==> src/rtl/mult_ct_radix.sv <==
// mult_ct_radix: radix-2^DIGIT shift-add unsigned multiplier.
// Consumes DIGIT multiplier bits per cycle, so a product takes WIDTH/DIGIT
// cycles for every operand pair. busy is high while the product is being
// accumulated. finish pulses for one cycle at completion. out holds the
// product until the next accepted start.
// Optional build macro: EARLY_TERM_EN. When it is defined, CALC exits as soon
// as the remaining multiplier bits are zero, which makes the latency depend on
// the data. Use it only for side-channel comparison, never in secure builds.
module mult_ct_radix #(
    parameter int WIDTH = 8,
    parameter int DIGIT = 1
) (
    input  logic                 clk,
    input  logic                 rst_n,
    input  logic                 start,
    input  logic [WIDTH-1:0]     in1,
    input  logic [WIDTH-1:0]     in2,
    output logic                 busy,
    output logic [2*WIDTH-1:0]   out,
    output logic                 finish
);

    localparam int N   = WIDTH / DIGIT;
    localparam int CW  = (N > 1) ? $clog2(N) : 1;
    localparam int PPW = WIDTH + DIGIT;
    localparam int OW  = 2 * WIDTH;

    typedef enum logic {
        IDLE = 1'b0,
        CALC = 1'b1
    } state_t;

    state_t            state_r;
    state_t            state_nxt_s;
    logic [CW-1:0]     cnt_r;
    logic [WIDTH-1:0]  in1_r;
    logic [WIDTH-1:0]  in2_r;
    logic [OW-1:0]     acc_r;
    logic              finish_r;

    logic [PPW-1:0]    pp_s;
    logic [OW-1:0]     pp_ext_s;
    logic [OW-1:0]     acc_nxt_s;
    logic [WIDTH-1:0]  in1_shift_s;
    logic [31:0]       shamt_s;
    logic              accept_s;
    logic              last_s;

    // Partial product and accumulation, evaluated every CALC cycle regardless of digit value
    always_comb begin
        pp_s        = PPW'(in2_r) * PPW'(in1_r[DIGIT-1:0]);
        shamt_s     = 32'(cnt_r) * 32'(DIGIT);
        pp_ext_s    = OW'(pp_s) << shamt_s;
        acc_nxt_s   = acc_r + pp_ext_s;
        in1_shift_s = in1_r >> DIGIT;
    end

    // Accept and last-cycle detection
    always_comb begin
        accept_s = (state_r == IDLE) && start;
`ifdef EARLY_TERM_EN
        last_s   = (cnt_r == CW'(N - 1)) || (in1_shift_s == {WIDTH{1'b0}});
`else
        last_s   = (cnt_r == CW'(N - 1));
`endif
    end

    // State register
    always_ff @(posedge clk or negedge rst_n) begin
        if (!rst_n) begin
            state_r <= IDLE;
        end else begin
            state_r <= state_nxt_s;
        end
    end

    // Next-state logic: IDLE -> CALC on start, CALC -> IDLE on the last digit
    always_comb begin
        state_nxt_s = state_r;
        case (state_r)
            IDLE: begin
                if (start) begin
                    state_nxt_s = CALC;
                end else begin
                    state_nxt_s = IDLE;
                end
            end
            CALC: begin
                if (last_s) begin
                    state_nxt_s = IDLE;
                end else begin
                    state_nxt_s = CALC;
                end
            end
            default: begin
                state_nxt_s = IDLE;
            end
        endcase
    end

    // Datapath registers: operand capture, accumulate/shift/count, completion pulse
    always_ff @(posedge clk or negedge rst_n) begin
        if (!rst_n) begin
            in1_r    <= {WIDTH{1'b0}};
            in2_r    <= {WIDTH{1'b0}};
            acc_r    <= {OW{1'b0}};
            cnt_r    <= {CW{1'b0}};
            finish_r <= 1'b0;
        end else if (accept_s) begin
            in1_r    <= in1;
            in2_r    <= in2;
            acc_r    <= {OW{1'b0}};
            cnt_r    <= {CW{1'b0}};
            finish_r <= 1'b0;
        end else if (state_r == CALC) begin
            acc_r    <= acc_nxt_s;
            in1_r    <= in1_shift_s;
            cnt_r    <= last_s ? {CW{1'b0}} : (cnt_r + CW'(1));
            finish_r <= last_s;
        end else begin
            finish_r <= 1'b0;
        end
    end

    // Output decode straight from registers
    always_comb begin
        if (state_r == CALC) begin
            busy = 1'b1;
        end else begin
            busy = 1'b0;
        end
        out    = acc_r;
        finish = finish_r;
    end

endmodule

==> config.mk <==
export PLATFORM = sky130hd
export DESIGN_NAME = mult_ct_radix
export DESIGN_NICKNAME = d
export VERILOG_FILES = /design/src/rtl/mult_ct_radix.sv
export SDC_FILE = /design/constraint.sdc
export NUM_CORES = 1
export LEC_CHECK = 0
export ABC_AREA = 0
export CAP_MARGIN = 20
export CORE_MARGIN = 2
export CORE_UTILIZATION = 55
export CTS_CLUSTER_SIZE = 14
export DETAILED_ROUTE_END_ITERATION = 8
export GPL_TIMING_DRIVEN = 0
export PLACE_DENSITY = 0.81
export SYNTH_ARGS = -nofsm -noshare
export SYNTH_HDL_FRONTEND = slang
export SYNTH_SLANG_ARGS = --single-unit
==> constraint.sdc <==
create_clock -name clk -period 7.88 [get_ports clk]
set_input_delay 2.364 -clock clk [delete_from_list [all_inputs] [get_ports clk]]
set_output_delay 2.364 -clock clk [all_outputs]
set_load 0.01 [all_outputs]
After elaboration in Yosys (flattened, before gate mapping)
Index checks and enable logic that the tools add are counted.
W data, S select, Z words.
Cells by class
  $add $sub $neg: 2
  multiply operators: 1
  eq/ne operators: 1
  shift-type cells: 1
  multiplexer cells: 13
  bitwise operators: 1
  reductions and logical operators: 2
Operator list (count)
  $mux W16: 2
  $add A16 B16 Y16: 1
  $mux W8: 2
  $shl A9 B3 Y16: 1
  $mul A8 B1 Y9: 1
  $mux W3: 3
  $mux W1: 5
  $add A3 B1 Y3 const B: 1
  $eq A3 B3 Y1 const B: 1
  $pmux W1 S2: 1
  $reduce_bool A2 Y1: 1
  $logic_and A1 B1 Y1: 1
  $not A1 Y1: 1
Storage, ports and cells
  register bits: 37
  input bits: 19
  output and inout bits: 18
  logic and storage cells: 27

Depth between registers and ports, before layout
  depth after elaboration: 5
  depth in mapped cells: 13
  gate-level depth less buffers: 12

Least setup slack after synthesis
No wires, ideal clock.
  path type: in2reg
  from: in start
  to: reg acc_r[10], in the netlist out[10]
  library setup time: 66 ps
  arrival time: 3388 ps
  required time: 7814 ps
  slack: 4426 ps
  stages on the path: 4
  path through: buf_2 -> nor2_1 -> clkbuf_1 -> a22o_1
Between the ends
  word-level cells in the longest chain between the ends: 2
  elaborated cells between the ends (all ways): 3
  those cells by class: mux: 1; reduce/logical: 2
Ends and longest elaborated chain
  start: declaration: line 15  | input logic start,
  $logic_and A1 B1 Y1 *: line 60  | accept_s = (state_r == IDLE) && start;
  $mux W16 / $reduce_bool A2 Y1 (equally long branches)
  end signal: assignment: line 106  | acc_r <= {OW{1'b0}};
  end signal: assignment: line 112  | acc_r <= {OW{1'b0}};
  end signal: assignment: line 116  | acc_r <= acc_nxt_s;
  end: declaration: line 38  | logic [OW-1:0] acc_r;
Every way passes the cells marked *; elsewhere a longest branch is shown, timed or not.
A chain may end at the register's enable or synchronous reset.

Worst setup path in the final report
  from: in start
  to: reg acc_r[12], in the netlist out[12]
The elaborated chain is that of the path after synthesis.

==> impl_metrics.ini <==
[finish]
fillCellCount = 369
final_area_um2 = 3010
final_cells = 363
nets = 348
drive_gt1_share_pct = 9.32
seqCellArea_um2 = 926
multi_input_comb_area_um2 = 1500
syn2layout_area_growth_pct = 20.3
diodes = 0

[grt]
antenna_found_initial = 0
grt_pass1_vias = 1921
grt_pass1_wl_um = 9070
grt_max_degree = 38
grt_usage_pct = 22.7
overflow = 0

[power_and_ir_drop]
p_per_area_nw_per_um2 = 392
ir_drop_mv = 0.196
cellLeakagePower_nw = 1.38

[logic_synthesis]
syn_inst = 267
post-synth-top-area-cell = dfrtp_1
synthFlopType = dfrtp_1
synth.top_cell.area_share_pct = 37.1
ys_types = 41
postSynthAreaPerCell_um2 = 9.36
synthArstFlopShare_pct = 100
yosysSeqAreaShare_pct = 37.1
synth_commonest_cells = dfrtp_1, nand2_1, o21ai_0
ys_warn_count = 0
synth_edf_count = 0
syn_nets = 305
synth_most_common_cell = dfrtp_1
ys_top_cells_by_area = dfrtp_1, ha_1, mux2_2, mux2i_1, a22o_1
synth_area_um2 = 2500
synth-seq-cells = 37

[clocking]
cts-root-buf = clkbuf_8
cts_tree = yes
cts.repair.resized = 0
clockBufferDepth = 2
cts-htree-levels = 2
hold_buffers = 0
clock_sinks = 37
clk-insertion-delay-late_ns = 0.30
cts_setup_buffers = 0
clk_pin_slew_worst_paths_ns = 0.07
cts_inserted_buffers = 5

[placement]
place_congestion = 0.867
placed_area_um2 = 2920
place_ws_ns = 3.46
dp_hpwl_um = 4270
placed_cells = 355
io_buffer_count = 36

[timing]
setup_violations = 0
period_needed_ns = 4.16
hold_viol_final = 0
rsz0062_at_grt = false
worst_slew_pin_slew_ns = 0.797
max_slew_margin_pct = 46.9
slew_violations = 0
holdWs_ns = 0.491
fin_crit_sh_pct = 52.7
fin_setup_tns_ns = 0
finalClockSkew_ns = 0.0162
fmax_mhz = 241
setup_ws_ns = 3.72

[drt]
drtPass1Iterations = 4
num_vias = 2154
finalWirelength_um = 5570
via_per_inst = 5.93
drc = 0
wl_per_cell_um = 15.4
drt-initial-drc-count = 145
ant_nets = 0

[floorplan]
die_w_um = 71.4
die_area_um2 = 5100
initial_core_util_pct = 57.4
die_h_um = 71.4
fp-row-count = 24
core_um2 = 4350
ios = 37

[flow_run]
drv_cap = 0

[worst_setup_path]
crit_required_ns = 8.11
cp-start-kind = input port
crit_fanout = 10
critPathSlowestCell = nor2_1
slowest_delay_ns = 0.61
cp_cell_sequence = clkdlybuf4s50_1, buf_2, nor2_1, clkbuf_1, a22o_1
path_class = input port to register
end_kind = register
worst_ep_arrival_time_ns = 4.38

[worst_hold_path]
hold_class = register to register

[status]
outcome = finished clean
[area by class of cell]
class | instances | area share [%]
inverter | 5 | 0.624
buffer | 14 | 1.83
sequential | 37 | 30.8
clock inverter | 3 | 0.583
timing repair buffer | 36 | 11.8
tap | 52 | 2.16
clock buffer | 5 | 2.29
multi-input combinational | 211 | 49.9
[cells by family (layout without fill, tap and decap cells)]
kind of cell / after synthesis / after routing / share of synthesized area (%)
buffers and inverters: 19 / 63 / 2.95
DFF: 37 / 37 / 37.1
xor gates and xnor gates: 10 / 10 / 3.51
and+or+nand+nor: 77 / 77 / 14.1
muxes: 28 / 28 / 12.4
AOI/OAI and AO/OA: 77 / 77 / 20.2
adders and majority gates: 19 / 19 / 9.81
[per-stage QoR]
stage,util (%),total power [mW]
after floorplan,-,0.836
after detailed placement,67.0,1.04
final,69.0,1.18
after global routing,69.0,1.27
after CTS,69.0,1.18
after global placement,67.2,1.02
[sequential cells by signal, indices dropped and copies added (netlist names)]
signal and cells:
out 16, state_r 1, in1_r 8, in2_r 8
finish 1, cnt_r 3
[critical path, delay by kind of cell]
| family | cells | cell delay [ns] |
|---|---|---|
| AO/OA/AOI/OAI | 1 | 0.24 |
| buffers and inverters | 3 | 1.16 |
| AND/OR/NAND/NOR | 1 | 0.61 |
[per-layer routing]
metal,part of all wire (%),vias to the layer above,global-route usage [%]
li1,-,1050,-
met1,47,1033,29.7
met2,47,62,38.0
met3,4.6,9,5.34
met4,1.2,0,6.08
met5,0,-,0
[placed cells by master, fill, tap and decap left out, types with 3 or more instances in the layout]
cell             synthesis  layout
xor2_1                   4       4
nor3_1                   3       3
a22o_1                  14      14
ha_1                    18      18
a21oi_1                 15      15
dfrtp_1                 37      37
nand2b_1                 7       7
xnor2_1                  6       6
nand2_1                 31      31
mux2i_1                 14      14
nand3_1                  5       5
buf_2                    2       3
clkbuf_1                11      11
o22ai_1                  4       4
a21o_1                   7       7
mux2_2                  13      13
inv_1                    5       5
o21ai_0                 24      24
clkdlybuf4s50_1          0      35
and2_1                   3       3
nor2_1                  18      18
clkbuf_8                 0       5
[power breakdown]
group	internal, mW	switching [mW]	total, mW
sequential	0.276	0.0707	0.347
clock	0.0610	0.0709	0.132
combinational	0.343	0.358	0.700
total	0.680	0.499	1.18
[final timing paths]
kind | start | to | cells past startpoint | slack [ns]
min in group asynchronous | rst_n | out[3]$_DFFE_PN0P_ | 1 | 2.14
max reg2reg | cnt_r[1]$_DFFE_PN0P_ | out[13]$_DFFE_PN0P_ | 13 | 4.62
min reg2reg | out[15]$_DFFE_PN0P_ | out[15]$_DFFE_PN0P_ | 1 | 0.49
min | out[15]$_DFFE_PN0P_ | out[15]$_DFFE_PN0P_ | 1 | 0.49
max | start | out[12]$_DFFE_PN0P_ | 5 | 3.72
max in group asynchronous | rst_n | in2_r[2]$_DFFE_PN0P_ | 1 | 5.21
No activity file was read; power rests on OpenSTA's default activity.
